File: src/rtl/fir_job_sched.sv
// Two-requester job scheduler for a shared FIR datapath: arbitrates, streams samples in,
// waits for the datapath (with timeout), streams results out, then releases the grant.
module fir_job_sched #(
    parameter int SIGNAL_COUNT = 10,
    parameter int DATA_W       = 32,
    parameter int TIMEOUT      = 1024
) (
    input  logic              clk,
    input  logic              reset,
    input  logic [1:0]        req,
    output logic [1:0]        gnt,
    input  logic [DATA_W-1:0] in_data0,
    input  logic [DATA_W-1:0] in_data1,
    input  logic [1:0]        in_valid,
    output logic              in_ready,
    output logic [DATA_W-1:0] out_data,
    output logic              out_valid,
    output logic              out_last,
    output logic              out_id,
    input  logic              out_ready,
    output logic [1:0]        fir_op,
    output logic [31:0]       fir_addr,
    output logic [DATA_W-1:0] fir_x,
    output logic              fir_load,
    input  logic [DATA_W-1:0] fir_y,
    input  logic              fir_done,
    output logic              busy,
    output logic              err
);

    localparam logic [2:0] S_IDLE    = 3'd0;
    localparam logic [2:0] S_LOAD    = 3'd1;
    localparam logic [2:0] S_COMPUTE = 3'd2;
    localparam logic [2:0] S_READ    = 3'd3;
    localparam logic [2:0] S_RELEASE = 3'd4;

    localparam int          CW     = $clog2(TIMEOUT + 1);
    localparam logic [31:0] K_LAST = 32'(SIGNAL_COUNT - 1);
    localparam logic [CW-1:0] T_LAST = CW'(TIMEOUT - 1);

    logic [2:0]    state_q, state_d;
    logic [31:0]   k_q, k_d;
    logic [CW-1:0] cnt_q, cnt_d;
    logic          owner_q, owner_d;
    logic          last_q, last_d;

    logic accept;
    logic timeout_hit;

    assign accept      = (state_q == S_LOAD) && in_valid[owner_q];
    assign timeout_hit = (state_q == S_COMPUTE) && !fir_done && (cnt_q == T_LAST);

    // NOTE: every next-state signal takes its held value first so no path leaves it unassigned (no latch).
    always_comb begin
        state_d = state_q;
        k_d     = k_q;
        cnt_d   = cnt_q;
        owner_d = owner_q;
        last_d  = last_q;
        case (state_q)
            S_IDLE: begin
                if (|req) begin
                    // On a tie the requester not served last wins.
                    owner_d = (req == 2'b11) ? ~last_q : req[1];
                    k_d     = '0;
                    state_d = S_LOAD;
                end
            end
            S_LOAD: begin
                if (accept) begin
                    if (k_q == K_LAST) begin
                        k_d     = '0;
                        cnt_d   = '0;
                        state_d = S_COMPUTE;
                    end else begin
                        k_d = k_q + 32'd1;
                    end
                end
            end
            S_COMPUTE: begin
                if (fir_done) begin
                    k_d     = '0;
                    cnt_d   = '0;
                    state_d = S_READ;
                end else if (timeout_hit) begin
                    cnt_d   = '0;
                    state_d = S_RELEASE;
                end else begin
                    cnt_d = cnt_q + 1'b1;
                end
            end
            S_READ: begin
                if (out_ready) begin
                    if (k_q == K_LAST) begin
                        k_d     = '0;
                        state_d = S_RELEASE;
                    end else begin
                        k_d = k_q + 32'd1;
                    end
                end
            end
            S_RELEASE: begin
                last_d  = owner_q;
                state_d = S_IDLE;
            end
            default: state_d = S_IDLE;
        endcase
    end

    // NOTE: sequential state uses non-blocking assignments so every register samples pre-edge values.
    always_ff @(posedge clk) begin
        if (reset) begin
            state_q <= S_IDLE;
            k_q     <= '0;
            cnt_q   <= '0;
            owner_q <= 1'b0;
            last_q  <= 1'b1;
        end else begin
            state_q <= state_d;
            k_q     <= k_d;
            cnt_q   <= cnt_d;
            owner_q <= owner_d;
            last_q  <= last_d;
        end
    end

    always_comb begin
        fir_op = 2'b00;
        case (state_q)
            S_LOAD:    fir_op = 2'b01;
            S_COMPUTE: fir_op = 2'b10;
            S_READ:    fir_op = 2'b11;
            default:   fir_op = 2'b00;
        endcase
    end

    // Outputs are decoded from state so they are all at rest whenever the FSM is idle.
    assign gnt       = (state_q == S_LOAD || state_q == S_COMPUTE || state_q == S_READ)
                       ? {owner_q, ~owner_q} : 2'b00;
    assign busy      = (state_q != S_IDLE);
    assign err       = timeout_hit;
    assign in_ready  = (state_q == S_LOAD);
    assign fir_load  = accept;
    assign fir_x     = accept ? (owner_q ? in_data1 : in_data0) : '0;
    assign fir_addr  = (state_q == S_LOAD || state_q == S_READ) ? k_q : 32'd0;
    assign out_valid = (state_q == S_READ);
    assign out_data  = (state_q == S_READ) ? fir_y : '0;
    assign out_id    = (state_q == S_READ) && owner_q;
    assign out_last  = (state_q == S_READ) && (k_q == K_LAST);

endmodule

File: config.mk
export PLATFORM = sky130hd
export DESIGN_NAME = fir_job_sched
export DESIGN_NICKNAME = d
export VERILOG_FILES = /design/src/rtl/fir_job_sched.sv
export SDC_FILE = /design/constraint.sdc
export NUM_CORES = 1
export LEC_CHECK = 0
export ABC_AREA = 1
export BUFFER_PORTS_ARGS = -buffer_cell sky130_fd_sc_hd__buf_2
export CAP_MARGIN = 20
export CELL_PAD_IN_SITES_DETAIL_PLACEMENT = 0
export CELL_PAD_IN_SITES_GLOBAL_PLACEMENT = 2
export CORE_ASPECT_RATIO = 1.1
export CORE_MARGIN = 2
export CORE_UTILIZATION = 21
export CTS_CLUSTER_DIAMETER = 80
export CTS_CLUSTER_SIZE = 40
export DETAILED_ROUTE_END_ITERATION = 12
export GPL_TIMING_DRIVEN = 1
export HOLD_SLACK_MARGIN = 0.03
export PLACE_DENSITY = 0.82
export SYNTH_ARGS = -nofsm -noshare
export SYNTH_HDL_FRONTEND = slang
export SYNTH_SLANG_ARGS = --single-unit
File: constraint.sdc
create_clock -name clk -period 1.9 [get_ports clk]
set_clock_uncertainty 0.05 [all_clocks]
set_input_delay 0.19 -clock clk [delete_from_list [all_inputs] [get_ports clk]]
set_output_delay 0.19 -clock clk [all_outputs]
set_load 0.02 [all_outputs]
==> summary by stage <==
Status
The flow ran to the end, and the final reports show no timing, DRC or antenna violations.

Place
The placement-stage cell area is about 5600 µm². Routability-driven placement finished with a final weighted congestion of 0.813. The detailed-placement wirelength estimate is 12,500 µm. In this run the tool buffered the top-level ports with 210 buffer cells.

Global route
The overall global routing resource usage is around 15%. The first global-routing pass estimated roughly 24,000 µm of wire. The via count of the first global-routing pass came to around 4,800. The remaining global-route overflow is 0. Entering global routing, the biggest net connects 36 pins.

The number of antenna violations at the first check in global routing is 0.

STA
The number of pins exceeding their max-slew limit in the final report is 0. For this run, the top clock speed supported by timing is about 550 MHz. Measured against its own limit, the worst slew margin works out to roughly three quarters. The transition at the pin with the smallest max-transition slack is 0.370 ns.

The final-report hold violation count was 0. Setup repair after global routing could not meet its margin everywhere. Setup total negative slack on the finished layout was measured at 0 ns. The clock period minus final worst setup slack is roughly 1.8 ns. The final critical path takes up ~95% of the cycle. The number of setup violations in the final report is 0.

Clock tree
The buffer type at the clock tree root is sky130_fd_sc_hd__clkbuf_16. The number of buffers inserted for hold repair after clock tree synthesis is 0. The later pin in the worst-skew pair is clocked with a latency of approximately 0.3 ns. The clock tree synthesis step divided the H-tree into 2 levels.

TritonCTS built the clock tree. The largest buffer count on any clock path is 2. Clock tree synthesis found a total of 48 sinks. The clock-pin slew on the worst setup and hold paths is 0.07 ns. The total clock buffers created by CTS is 5.

Die
The core region area is between 15,000 and 20,000 µm². The number of placement rows is 53. In this run the vertical extent of the chip is between 100 and 150 µm. The overall die width is around 140 µm. The initial core utilization is about a fifth. The die covers 20,500 µm². Pin placement for this block handled 211 I/O pins.

Hold path
The worst hold path begins at req[1]. The worst min-delay path endpoint is owner_q. The cell depth of the worst hold path is 3. The classification of the worst-slack hold path is input pin to flop.

Route
Detailed routing inserted a total of roughly 5,200 vias. The number of vias per cell after detailed routing is between 4 and 5. In the final routed layout, each cell accounts on average for between 10 and 15 µm. The first-pass iteration count of the detailed router is 7. The DRC violations left is 0. The total wire length is 16,600 µm. The number of violations reported at the end of detailed-routing iteration 0 is 300. The number of antenna-violating nets in the routed design is 0.

Layout
The top cell types in the final layout, fill and taps aside, are 224 x sky130_fd_sc_hd__nand2_1, 193 x sky130_fd_sc_hd__buf_2, 153 x sky130_fd_sc_hd__nor2_1, 87 x sky130_fd_sc_hd__inv_1, 47 x sky130_fd_sc_hd__buf_4. The final design instance area without fill is 6060 µm². The layout has around 2,200 filler cells.

The layout-stage area growth over the synthesis result is 49.0%. The post-route netlist has between 30% and 40% of its cells at a drive strength greater than 1. The final-stage net count is roughly 1,100. Leaving out fill and tap cells, the most frequent cell in the layout is sky130_fd_sc_hd__nand2_1. The repair_antennas step left the layout with diodes totalling 0. The utilization after layout is about a third.

Power and ir drop
The largest voltage drop on the vdd net is ~0.00043 V. The leakage power summed over all cells is slightly above 3 nW. Power spread over the standard cell area amounts to between 800 and 900 nW/µm².

Critical path
For the worst setup path, the data required time is 1.66 ns. The arrival time at the worst endpoint is 1.57 ns. In this run the critical register-to-register path is launched from state_q[2]. The largest fanout on the critical path is 3. The category of the most critical setup path is flop to primary output.

Across all register-to-register paths, the minimum setup slack is 0.13 ns. The type of element launching the critical path is a flop. The type of destination of the critical path is a primary output. The cell count of the worst reg-to-reg path is 12. The endpoint identified for the worst register-to-register timing path is k_q[12].

Synthesis
Summed over its instances, the top area cell type makes up between 20% and 30% of the synthesized netlist area. Sequential cells were found to cover a little under a quarter of the synthesized design area. The synthesized area per cell is roughly 5.4 µm². The number of different library cells used by synthesis comes to 33. Yosys attributes the largest share of cell area to sky130_fd_sc_hd__dfxtp_1 24%, sky130_fd_sc_hd__nand2_1 21%, sky130_fd_sc_hd__nor2_1 15%, sky130_fd_sc_hd__inv_1 8.4%, sky130_fd_sc_hd__a21oi_1 7.3%. The cell taking the most area after synthesis is sky130_fd_sc_hd__dfxtp_1. Counting flops with a built-in enable in the synthesized netlist gives 0. After synthesis the cells add up to approximately 4100 µm².

After technology mapping, the gate count stands at 753. In the synthesized netlist the async set-or-reset flop fraction comes to 0%. In the synthesized netlist the dominant register cell turns out to be sky130_fd_sc_hd__dfxtp_1. The flip-flop and latch count after synthesis is 48. For this run, the number of Yosys warnings is 0.

The synthesized net count is 860.

Run
The tool flagged a number of max-cap violations equal to 0.
-- worst max path at each step --
stage                end       start  slack, ns  cells after the start
2_1_floorplan  fir_x[11]  state_q[2]      -0.03                      8
3_3_place_gp    cnt_q[1]      k_q[1]       0.07                     11
3_5_place_dp     k_q[25]  state_q[2]       0.02                      8
4_1_cts         out_last      k_q[1]      0.008                      7
5_1_grt          k_q[22]  state_q[2]      -0.05                     10
6_report        out_last      k_q[1]       0.09                      7
-- kinds of logic after synthesis --
logic type	after synthesis	synth area share [%]
xor+xnor	2	0.431
compound gates	70	8.77
simple gates	502	53.4
fa+ha+maj	3	0.923
buf+inv	128	12.9
flops	48	23.6
-- registers in the layout (all words and copies together) (netlist names) --
signal and flops:
cnt_q 11, k_q 32, last_q 1, owner_q 1, state_q 3
-- per-layer routing --
layer	share of wire (%)	vias up	wire [µm]	global-route usage (%)
met3	5.0	9	828	1.83
met5	0	-	0	0
met2	50	117	8230	27.0
li1	-	2811	-	-
met1	45	2302	7400	18.9
met4	0.80	0	133	3.02
-- area by class of cell --
| type | count | area [µm²] | area share (%) |
|---|---|---|---|
| Inverter | 99 | 375 | 6.19 |
| Tap cell | 247 | 309 | 5.10 |
| Timing Repair Buffer | 251 | 1510 | 24.9 |
| Sequential cell | 48 | 972 | 16.0 |
| Clock buffer | 7 | 143 | 2.35 |
| Multi-Input combinational cell | 578 | 2750 | 45.3 |
| Clock inverter | 1 | 7.51 | 0.124 |
-- power breakdown --
| part | total [W] | leakage, nW | internal (W) | switching [W] |
|---|---|---|---|---|
| Clock | 0.000959 | 0.0701 | 0.000527 | 0.000432 |
| Combinational | 0.00288 | 2.62 | 0.00103 | 0.00185 |
| Sequential | 0.00112 | 0.391 | 0.00106 | 0.0000563 |
-- worst max-delay path, stage by stage, from the launching register on --
cell and delay (ns):
sky130_fd_sc_hd__dfxtp_1 0.34, sky130_fd_sc_hd__inv_2 0.09, sky130_fd_sc_hd__ha_4 0.14, sky130_fd_sc_hd__nand3_1 0.09, sky130_fd_sc_hd__nor2_2 0.13, sky130_fd_sc_hd__nand2_2 0.09
sky130_fd_sc_hd__nor3_4 0.24, sky130_fd_sc_hd__buf_6 0.15
-- Yosys cell counts, drive strengths merged, types with 6 or more instances --
| cell | instances |
|---|---|
| buf | 10 |
| inv | 97 |
| nor2 | 168 |
| nor3 | 20 |
| nand4 | 27 |
| o21ai | 10 |
| clkbuf | 19 |
| a21oi | 59 |
| dfxtp | 48 |
| nand3 | 43 |
| nor3b | 6 |
| nand2 | 234 |
-- per-stage QoR --
step           power (W)  std cells  setup slack [ns]  hold WS, ns
5_1_grt          0.00527       1231           -0.0456        0.170
3_3_place_gp     0.00359       1211            0.0651        0.415
4_1_cts          0.00475       1228           0.00818        0.144
2_1_floorplan    0.00276        753           -0.0339        0.304
6_report         0.00496       1231            0.0904        0.147
3_5_place_dp     0.00356       1211            0.0236        0.422
-- what timing repair did --
item | in CTS | in global routing
setup endpoints to repair | 68 | 100
resized for setup | 35 | 31
pin swaps | 3 | 6
setup buffers | 8 | 1
cloned | 1 | 3
Power figures use the tool's default switching activity.
